`src/rtl/byte_word_packer.sv`:
```
// byte_word_packer: packs BYTES_IN consecutive bytes from a valid/ready byte stream
// into one word (byte k in bits [8k+7:8k]) for the compute stage. A fill buffer plus a
// one-word output register let the next word fill while the previous one waits.
// Ports:
//   clk, rst_n            clock (rising edge), asynchronous active-low reset
//   in_data/in_valid      byte stream input
//   in_ready              combinational: byte can be taken this cycle
//   flush                 synchronous discard of the partially filled word
//   out_word/out_valid    registered packed word and its valid flag
//   out_ready             compute stage takes out_word this cycle
//   byte_idx              next fill slot to be written
//   word_count            delivered words, modulo 256
module byte_word_packer #(
    parameter int unsigned LOG2_BYTES_IN = 3
) (
    input  logic                              clk,
    input  logic                              rst_n,
    input  logic [7:0]                        in_data,
    input  logic                              in_valid,
    output logic                              in_ready,
    input  logic                              flush,
    output logic [(1 << LOG2_BYTES_IN)*8-1:0] out_word,
    output logic                              out_valid,
    input  logic                              out_ready,
    output logic [LOG2_BYTES_IN-1:0]          byte_idx,
    output logic [7:0]                        word_count
);

    localparam int unsigned BYTES_IN = 1 << LOG2_BYTES_IN;
    localparam int unsigned WORD_W   = BYTES_IN * 8;
    localparam int unsigned LAST_IDX = BYTES_IN - 1;

    typedef enum logic {
        FILLING  = 1'b0,
        WAIT_OUT = 1'b1
    } state_t;

    state_t            state;
    state_t            state_nxt;
    logic [WORD_W-1:0] fill_buf;
    logic [WORD_W-1:0] fill_merged;
    logic              accept;
    logic              out_free;
    logic              last_byte;
    logic              out_take;

    assign in_ready  = (state == FILLING) & ~flush;
    assign accept    = in_valid & in_ready;
    assign out_free  = ~out_valid | out_ready;
    assign out_take  = out_valid & out_ready;
    assign last_byte = (byte_idx == LOG2_BYTES_IN'(LAST_IDX));

    // Fill buffer with the incoming byte dropped into slot byte_idx.
    always_comb begin
        fill_merged = fill_buf;
        for (int unsigned k = 0; k < BYTES_IN; k++) begin
            if (byte_idx == LOG2_BYTES_IN'(k)) begin
                fill_merged[8*k +: 8] = in_data;
            end
        end
    end

    // Next-state logic; flush always returns to FILLING.
    always_comb begin
        state_nxt = state;
        if (flush) begin
            state_nxt = FILLING;
        end else begin
            case (state)
                FILLING: begin
                    if (accept && last_byte && !out_free) begin
                        state_nxt = WAIT_OUT;
                    end
                end
                WAIT_OUT: begin
                    if (out_ready) begin
                        state_nxt = FILLING;
                    end
                end
                default: state_nxt = FILLING;
            endcase
        end
    end

    // State register.
    always_ff @(posedge clk or negedge rst_n) begin
        if (!rst_n) begin
            state <= FILLING;
        end else begin
            state <= state_nxt;
        end
    end

    // Fill buffer, output register and delivery counter.
    always_ff @(posedge clk or negedge rst_n) begin
        if (!rst_n) begin
            byte_idx   <= '0;
            fill_buf   <= '0;
            out_word   <= '0;
            out_valid  <= 1'b0;
            word_count <= '0;
        end else begin
            if (out_take) begin
                out_valid  <= 1'b0;
                word_count <= word_count + 8'd1;
            end

            if (flush) begin
                byte_idx <= '0;
            end else if (accept) begin
                fill_buf <= fill_merged;
                byte_idx <= byte_idx + LOG2_BYTES_IN'(1);
                // Completed word goes straight out when the output slot frees up.
                if (last_byte && out_free) begin
                    out_word  <= fill_merged;
                    out_valid <= 1'b1;
                end
            end else if ((state == WAIT_OUT) && out_ready) begin
                // Parked word replaces the one being consumed this edge.
                out_word  <= fill_buf;
                out_valid <= 1'b1;
            end
        end
    end

endmodule

```
`config.mk`:
```
export PLATFORM = sky130hd
export DESIGN_NAME = byte_word_packer
export DESIGN_NICKNAME = d
export VERILOG_FILES = /design/src/rtl/byte_word_packer.sv
export SDC_FILE = /design/constraint.sdc
export NUM_CORES = 1
export LEC_CHECK = 0
export BUFFER_PORTS_ARGS = -buffer_cell sky130_fd_sc_hd__clkbuf_2
export CORE_MARGIN = 8
export CORE_UTILIZATION = 60
export DETAILED_ROUTE_END_ITERATION = 8
export PLACE_DENSITY = 0.88
export SYNTH_ARGS = -nofsm -noshare
export SYNTH_HDL_FRONTEND = slang
export SYNTH_SLANG_ARGS = --single-unit
```
`constraint.sdc`:
```
create_clock -name clk -period 3.9 [get_ports clk]
set_input_delay 0.195 -clock clk [delete_from_list [all_inputs] [get_ports clk]]
set_output_delay 0.195 -clock clk [all_outputs]
set_load 0.05 [all_outputs]
```
==> results of run 1 <==
-- registers in the layout (all words and copies together), names as in the netlist --
register and cells:
fill_buf 64, out_word 64, word_count 8, byte_idx 3
out_valid 1, state 1
-- cells in the final DEF (no fill, tap or decap), types with 4 or more instances in the layout --
cell type / netlist / routed
o21ai_0: 48 / 48
buf_4: 2 / 7
clkbuf_2: 3 / 88
ha_1: 7 / 7
mux2_4: 7 / 7
inv_1: 4 / 4
mux2_2: 26 / 26
nand3_1: 48 / 48
clkbuf_16: 0 / 16
a31oi_1: 96 / 96
xnor2_1: 7 / 7
dfrtp_1: 141 / 141
nor2_1: 4 / 4
nand4_1: 4 / 4
clkinv_2: 0 / 6
nand2_1: 50 / 50
-- worst max-delay path, cell delays in order, from the launching register on --
cell and delay, ns:
dfrtp_1 0.53, o21bai_4 0.19, buf_4 0.48, and3_4 0.86
mux2_2 0.41
-- where the power goes --
group | total [W] | internal, W | switching (W)
combinational | 0.000606 | 0.000152 | 0.000454
clock | 0.00159 | 0.000985 | 0.000605
sequential | 0.00173 | 0.00166 | 0.0000734
-- logic make-up (layout without fill, tap and decap cells) --
group,Yosys count,count (layout),share of synthesized area (%)
flip-flops,141,141,60.4
XOR/XNOR,8,8,1.20
adder cells (fa/ha/maj),7,7,1.50
AO/OA/AOI/OAI,149,149,15.1
multiplexers,34,34,6.98
buffers and inverters,53,135,4.56
AND/OR/NAND/NOR,120,120,10.3
-- routing by layer --
layer	up-vias	global-route usage, %
met5	-	0
met4	0	12.6
met3	51	7.28
met2	260	39.2
met1	2387	30.7
li1	2015	-
-- what timing repair did --
action / in CTS / in global routing
setup buffers: 0 / 0
endpoints found under the hold margin: 113 / 0
hold buffers: 2 / 0
-- cells in the mapped netlist, types with 3 or more instances --
cell type    n
nand3_1     48
a31oi_1     96
nor2_1       4
and4bb_2     3
o21ai_0     48
buf_6        5
clkbuf_2     3
nand2_1     50
xnor2_1      7
dfrtp_1    141
nand4bb_1    3
buf_2       15
nand4_1      4
ha_1         7
inv_1        4
mux2_2      26
mux2_4       7
clkbuf_1    22
-- stage by stage --
step	setup WS, ns	instance area, sq um	cells
6_report	1.28	6880	727
3_3_place_gp	1.40	6280	693
3_5_place_dp	1.36	6280	693
4_1_cts	1.33	6880	727
2_1_floorplan	1.57	5840	512
5_1_grt	1.18	6880	727
-- path summary, 6_finish.rpt --
check / cells past startpoint / from / end / slack (ns)
setup / recovery: 4 / state / out_word[28] / 1.28
hold / removal: 2 / flush / byte_idx[0] / 0.03
setup reg to reg: 4 / state / out_word[28] / 1.28
hold reg to reg: 1 / word_count[7] / word_count[7] / 0.48
max in group asynchronous: 3 / rst_n / fill_buf[54] / 2.53
min in group asynchronous: 2 / rst_n / fill_buf[11] / 0.37
-- layout make-up --
cell class                      count  share of cell area [%]
Sequential cell                   141                    51.3
Multi-Input combinational cell    318                    29.9
Timing Repair Buffer               98                    7.62
Clock buffer                       20                    6.33
Tap cell                          133                    2.42
Clock inverter                     12                    2.11
Inverter                            5                   0.273
==> qor.json, run 1 <==
{
  "fmax_ghz": 0.381,
  "n_antenna_cell": 0,
  "fillerInstances": 674,
  "number_of_antenna_violations_at_the_first_check_in_global_routing": 0,
  "floorplan.die_area_sq_um": 13100,
  "worst_pin_slew_ns": 1.09,
  "fin_skew_ns": 0.00776,
  "vias_in_the_first_global_route": 4833,
  "drtIter0Drc": 644,
  "finalCritPeriodShare_pct": 67.3,
  "core_region_area_sq_um": 9590,
  "synthTopCellsByArea": "dfrtp_1 (60%), a31oi_1 (10%), mux2_2 (5.0%), nand3_1 (4.1%), o21ai_0 (4.1%)",
  "grt_start_max_net_pins": 113,
  "multi_input_area_sq_um": 2060,
  "dominant_synthesized_flop_cell": "dfrtp_1",
  "detail_route.wl_per_cell_um": 21.5,
  "report.power.total_w": 0.00393,
  "floorplan.initialDensity_pct": 60.9,
  "dr_wl_met3_um": 1400,
  "ctsRootBufferMaster": "clkbuf_8",
  "drv.max_cap_violation_count": 0,
  "ys_types": 33,
  "highest-signal-layer": "met4",
  "pin_count": 90,
  "synthesis.area_sq_um": 5840,
  "syn2layout_area_growth_pct": 17.8,
  "synth_top_cell_area_share_pct": 60.4,
  "final-seq-area_sq_um": 3530,
  "clk_pin_slew_ns": 0.06,
  "fin_hold_viols": 0,
  "clk_latency_ns": 0.53,
  "synth.ff_latch_count": 141,
  "leakagePower_nw": 3.49,
  "postSynthCellCount": 512,
  "dr_total_vias": 4713,
  "timing.final.crit_period_ns": 2.62,
  "cts.sinks": 141,
  "worstPathRequired_ns": 4.31,
  "timing.final.setup_violations": 0,
  "grt_usage_pct": 24.9,
  "cts_buffer_depth": 2,
  "syn-num-nets": 532,
  "synth_seq_area_share_pct": 60.4,
  "cts_resized": 0,
  "overall_die_height_um": 115,
  "power.ir.vdd_worst_mv": 0.418,
  "cp_max_fo": 65,
  "cp-end-kind": "flop",
  "worst_hold_slack_ns": 0.0305,
  "rows": 36,
  "vias_per_cell": 6.48,
  "ys_warn_count": 0,
  "power_per_cell_area_nw_per_um2": 571,
  "drive_gt1_share_pct": 27.9,
  "fin_util_pct": 71.7,
  "route.detailed.drc": 0,
  "synth_top_area_cell": "dfrtp_1",
  "postSynth.asyncResetShare_pct": 100,
  "synth_edf_count": 0,
  "maxSlewHeadroom_pct": 26.5,
  "grt_first_pass_wirelength_um": 25300,
  "status": "complete, no violations",
  "min_path_type": "in -> reg",
  "tns_ns": 0,
  "final_net_count": 601,
  "remaining_global_route_overflow": 0,
  "met2_wirelength_um": 7570,
  "critPathLaunchType": "flop",
  "die_width_um": 115,
  "synth_area_per_cell_sq_um": 11.4,
  "rsz0062_at_grt": "no",
  "worst-setup-path-type": "reg -> reg",
  "detail-route-antenna-nets": 0,
  "dp_hpwl_um": 9150,
  "route.layer.met1.wl_um": 6090,
  "totalWireLength_um": 15600,
  "critPathArrivalTime_ns": 3.03,
  "tritoncts.num_buffers": 17,
  "h_tree_level_count": 4,
  "first_pass_detailed_route_iteration_total": 8,
  "place.port_buffers": 89,
  "drv_slew": 0,
  "tritoncts": "done",
  "weighted_congestion_at_the_end_of_routability_driven_global_placement": 0.792
}
Note: power is estimated with default switching activity, not from simulation.
==> run 2, diff against run 1 <==
Settings changed: ABC_AREA set to 1, CORE_UTILIZATION 60 to 57, PLACE_DENSITY 0.88 to 0.83.
Clock period 3.9 ns to 2.56 ns, I/O delays scaled along.
==> qor.json, run 2 <==
{
  "floorplan.die_area_sq_um": 14900,
  "critPathLaunchType": "flop",
  "fin_skew_ns": 0.00811,
  "core_region_area_sq_um": 10900,
  "cts_buffer_depth": 2,
  "finalCritPeriodShare_pct": 90.7,
  "overall_die_height_um": 122,
  "tritoncts.num_buffers": 17,
  "clk_latency_ns": 0.52,
  "die_width_um": 122,
  "detail_route.wl_per_cell_um": 15.9,
  "synth_top_cell_area_share_pct": 55.2,
  "worst-setup-path-type": "reg -> reg",
  "cp_max_fo": 64,
  "status": "complete, no violations",
  "dr_total_vias": 5442,
  "timing.final.crit_period_ns": 2.32,
  "ctsRootBufferMaster": "clkbuf_8",
  "crit_start": "byte_idx[0]",
  "synth.ff_latch_count": 141,
  "worst_pin_slew_ns": 0.669,
  "critPathArrivalTime_ns": 2.79,
  "dp_hpwl_um": 9760,
  "ys_types": 26,
  "post-route-cell-area_sq_um": 7490,
  "fin_hold_viols": 0,
  "pin_count": 90,
  "maxSlewHeadroom_pct": 55.4,
  "drive_gt1_share_pct": 17.1,
  "grt_first_pass_wirelength_um": 26800,
  "final_net_count": 868,
  "cp-end-kind": "flop",
  "drv_slew": 0,
  "first_pass_detailed_route_iteration_total": 5,
  "detail-route-antenna-nets": 0,
  "place.port_buffers": 89,
  "postPlaceCellArea_sq_um": 6840,
  "synthTopCellsByArea": "dfrtp_1 (55%), nand2_1 (23%), nand3_1 (7.2%), buf_4 (2.9%), nand4_1 (2.6%)",
  "synth.top_cells.by_count": "nand2_1 (395), dfrtp_1 (141), nand3_1 (92), nand4_1 (27), buf_4 (25)",
  "rsz0062_at_grt": "no",
  "totalWireLength_um": 15900,
  "power.ir.vdd_worst_mv": 0.404,
  "syn-num-nets": 794,
  "synth.most_common_cell": "nand2_1",
  "synth_top_area_cell": "dfrtp_1",
  "h_tree_level_count": 4,
  "cts_setup_buffers": 0,
  "layout_common_cells": "nand2_1 (393), dfrtp_1 (141), nand3_1 (92), clkbuf_2 (88), nand4_1 (27)",
  "power_per_cell_area_nw_per_um2": 789,
  "worst_hold_slack_ns": 0.0859,
  "min_path_type": "in -> reg",
  "route.detailed.drc": 0,
  "timing.critical_path.to": "out_word[6]",
  "number_of_antenna_violations_at_the_first_check_in_global_routing": 0,
  "synthesis.area_sq_um": 6390,
  "final_common_cell": "nand2_1",
  "synth_edf_count": 0,
  "weighted_congestion_at_the_end_of_routability_driven_global_placement": 0.794,
  "n_antenna_cell": 0,
  "postSynth.asyncResetShare_pct": 100,
  "drv.max_cap_violation_count": 0,
  "worstPathRequired_ns": 3.02,
  "remaining_global_route_overflow": 0,
  "timing.final.setup_violations": 0,
  "fmax_ghz": 0.431,
  "grt_usage_pct": 22.7,
  "ys_warn_count": 0,
  "vias_in_the_first_global_route": 5418,
  "worst-r2r-setup-slack_ns": 0.24,
  "synth_seq_area_share_pct": 55.2,
  "floorplan.initialDensity_pct": 58.7,
  "crit-reg2reg-capture": "out_word[6]",
  "syn2layout_area_growth_pct": 17.2,
  "report.power.total_w": 0.00591,
  "timing.rr.start": "byte_idx[0]",
  "cts.sinks": 141,
  "grt_start_max_net_pins": 65,
  "worst-r2r-cell-count": 9,
  "postSynthCellCount": 774,
  "dominant_synthesized_flop_cell": "dfrtp_1",
  "tns_ns": 0,
  "rows": 38,
  "biggestRegsByFlops": "fill_buf x64, out_word x64, word_count x8",
  "tritoncts": "done",
  "leakagePower_nw": 4.32,
  "drtIter0Drc": 513,
  "synth_area_per_cell_sq_um": 8.26,
  "fillerInstances": 849,
  "vias_per_cell": 5.45,
  "clk_pin_slew_ns": 0.06
}
run 2: cell types whose count changed after synthesis, sizes merged, moves of 22 or more:
cell and change:
nand4 +23, o21ai -38, a31oi -96, buf +22
mux2 -32, nand3 +45, nand2 +349
run 2: cell families (layout without fill, tap and decap cells):
family          Yosys count  in the layout  synth area share (%)
mux                       1              1                 0.176
buf+inv                  77            162                  6.83
fa+ha+maj                 7              7                  1.37
flops                   141            141                  55.2
xor+xnor                  5              5                 0.685
compound gates           14             14                  1.17
simple gates            529            529                  34.6
run 2: metrics by stage:
step / worst slack (ns) / instances / util [%]
CTS: 0.262 / 999 / 68.8
global placement: 0.450 / 965 / 62.8
finish: 0.238 / 999 / 68.8
floorplan: 0.453 / 774 / -
detailed placement: 0.301 / 965 / 62.8
global route: 0.0189 / 999 / 68.8
run 2: routing by layer:
| metal | vias to the layer above | track usage [%] | wire length [um] |
|---|---|---|---|
| met5 | - | 0 | 0 |
| met2 | 228 | 35.9 | 7480 |
| li1 | 2602 | - | - |
| met3 | 38 | 5.88 | 1560 |
| met1 | 2574 | 29.6 | 6480 |
| met4 | 0 | 8.25 | 412 |
run 2: how the worst min path moves through the flow:
stage | startpoint | end | slack, ns | depth (start not counted)
6_report | in_data[0] | fill_buf[8] | 0.09 | 3
5_1_grt | in_data[0] | fill_buf[8] | 0.08 | 3
4_1_cts | in_data[2] | fill_buf[10] | 0.04 | 3
3_5_place_dp | rst_n | out_word[9] | 0.1 | 1
3_3_place_gp | rst_n | word_count[6] | 0.09 | 1
2_1_floorplan | rst_n | byte_idx[0] | -0.17 | 0
run 2: final cells by class:
class,instances,area (sq um),area share (%)
well taps,140,175,2.34
repair buffers,106,639,8.53
multi-input cells,556,2440,32.5
clock buffers,21,459,6.13
inverters,26,97.6,1.30
clock inverters,9,159,2.12
flip-flops and latches,141,3530,47.1
run 2: worst max-delay path: stages, from the launching register on:
cell and delay (ns):
dfrtp_1 0.41, ha_1 0.20, ha_1 0.35, inv_2 0.15
a21oi_2 0.13, nand2_1 0.08, nand2_2 0.08, buf_4 0.55
nand3_1 0.22, nand2_1 0.09
run 2: repair_timing:
item / CTS / global route
hold endpoints to repair: 99 / 0
hold buffers: 4 / 0
resized for setup: 0 / 0
run 2: report_power, final:
group	switching, W	internal, W
sequential	0.000115	0.00249
clock	0.000936	0.00166
combinational	0.000508	0.000207
total	0.00156	0.00435
==> run 3, diff against run 2 <==
Settings changed: ABC_AREA 1 to not set, CORE_UTILIZATION 57 to 56.
==> qor.json, run 3 (synthesis results as in run 1) <==
{
  "preCtsSetupSlack_ns": 0.325,
  "first_pass_detailed_route_iteration_total": 6,
  "final_net_count": 608,
  "n_antenna_cell": 0,
  "power.clock.fraction_pct": 38.8,
  "cp_max_fo": 65,
  "drtIter0Drc": 570,
  "floorplan.die_area_sq_um": 14000,
  "comb_power_share_pct": 15.8,
  "drv.max_cap_violation_count": 0,
  "dr_total_vias": 4674,
  "drv_slew": 0,
  "p_switching_w": 0.00174,
  "tns_ns": 0,
  "p_sw_share_pct": 30.0,
  "cts_resized": 0,
  "fin_util_pct": 67.5,
  "syn2layout_area_growth_pct": 18.2,
  "floorplan.initialDensity_pct": 57.1,
  "drive_gt1_share_pct": 28.1,
  "vias_in_the_first_global_route": 4762,
  "core_region_area_sq_um": 10200,
  "rows": 37,
  "number_of_antenna_violations_at_the_first_check_in_global_routing": 0,
  "detail-route-antenna-nets": 0,
  "final_common_cell": "dfrtp_1",
  "status": "complete, no violations",
  "layout_common_cells": "dfrtp_1 (141), a31oi_1 (96), clkbuf_2 (88), nand2_1 (50)",
  "final_worst_setup_slack_ns": 0.291,
  "finalCritPeriodShare_pct": 88.6,
  "power_per_cell_area_nw_per_um2": 840,
  "worst_hold_slack_ns": 0.0260,
  "cts_setup_buffers": 0,
  "grt_usage_pct": 22.1,
  "vias_per_cell": 6.34,
  "worstPathRequired_ns": 2.96,
  "detail_route.wl_per_cell_um": 20.7,
  "cts_buffer_depth": 2,
  "cts.sinks": 141,
  "p_int_w": 0.00406,
  "weighted_congestion_at_the_end_of_routability_driven_global_placement": 0.783,
  "grt_start_max_net_pins": 70,
  "timing.final.crit_period_ns": 2.27,
  "remaining_global_route_overflow": 0,
  "totalWireLength_um": 15300,
  "fin_hold_viols": 0,
  "biggestRegsByFlops": "fill_buf x64, out_word x64, word_count x8",
  "dp_hpwl_um": 9090,
  "pin_count": 90,
  "timing.final.setup_violations": 0,
  "place.port_buffers": 89,
  "fmax_ghz": 0.441,
  "min_path_type": "in -> reg",
  "power.ir.vdd_worst_mv": 0.485,
  "leakagePower_nw": 3.48,
  "tritoncts": "done",
  "grt_first_pass_wirelength_um": 25000,
  "power.share.sequential_pct": 45.4,
  "worst-setup-path-type": "reg -> reg",
  "clk_latency_ns": 0.52,
  "die_width_um": 118,
  "h_tree_level_count": 4,
  "overall_die_height_um": 118,
  "holdBufCountCts": 4,
  "critPathArrivalTime_ns": 2.67,
  "fin_skew_ns": 0.0102,
  "ctsRootBufferMaster": "clkbuf_8",
  "clk_pin_slew_ns": 0.06,
  "route.detailed.drc": 0,
  "maxSlewHeadroom_pct": 44.9,
  "cp-end-kind": "flop",
  "tritoncts.num_buffers": 17,
  "worst_pin_slew_ns": 0.827,
  "rsz0062_at_grt": "no",
  "fillerInstances": 750,
  "report.power.total_w": 0.00580,
  "critPathLaunchType": "flop"
}
[run 3: changes by cell type in the layout (fill, tap and decap cells not counted), sizes merged, moves of 20 or more]
| cell | before | now |
|---|---|---|
| nand2 | 399 | 50 |
| a31oi | 0 | 96 |
| nand3 | 93 | 48 |
| o21ai | 10 | 48 |
| mux2 | 1 | 33 |
| nand4 | 27 | 4 |
| inv | 28 | 8 |
[run 3: worst paths after layout]
check / cells past startpoint / to / slack, ns / startpoint
max: 5 / out_word[28] / 0.29 / byte_idx[0]
min: 3 / fill_buf[47] / 0.03 / in_data[7]
max reg2reg: 5 / out_word[28] / 0.29 / byte_idx[0]
min reg2reg: 1 / word_count[7] / 0.48 / word_count[7]
max in group asynchronous: 3 / word_count[6] / 1.62 / rst_n
min in group asynchronous: 2 / fill_buf[9] / 0.19 / rst_n
[run 3: routing by layer]
layer / global-route usage [%] / wire (um) / up-vias / share of wire (%)
li1: - / - / 2027 / -
met5: 0 / 0 / - / 0
met2: 34.1 / 7270 / 258 / 48
met3: 7.34 / 1560 / 41 / 10
met4: 8.25 / 366 / 0 / 2.4
met1: 28.6 / 6060 / 2348 / 40
[run 3: power by group through the flow]
stage	clock (W)	sequential, W	combinational [W]
after global placement	0	0.00265	0.000874
after detailed placement	0	0.00267	0.000911
after CTS	0.00228	0.00263	0.000923
final	0.00225	0.00263	0.000917
after floorplan	0	0.00291	0.000376
after global routing	0.00238	0.00266	0.00101
[run 3: worst max-delay path: stages, from the launching register on]
cell and delay, ns:
dfrtp_1 0.43, ha_1 0.22, ha_1 0.18, a21o_1 0.14, and3_4 0.74, mux2_2 0.41
[run 3: final cells by class]
cell class | count | area, sq um | area share [%]
flip-flops and latches | 141 | 3530 | 51.1
multi-input cells | 318 | 2050 | 29.7
clock inverters | 12 | 115 | 1.67
clock buffers | 20 | 425 | 6.16
inverters | 5 | 18.8 | 0.272
repair buffers | 105 | 594 | 8.61
well taps | 136 | 170 | 2.46
[run 3: through the flow]
step	instances	cell area, sq um
floorplan	512	5840
global placement	701	6320
detailed placement	701	6320
CTS	737	6910
global route	737	6910
finish	737	6910
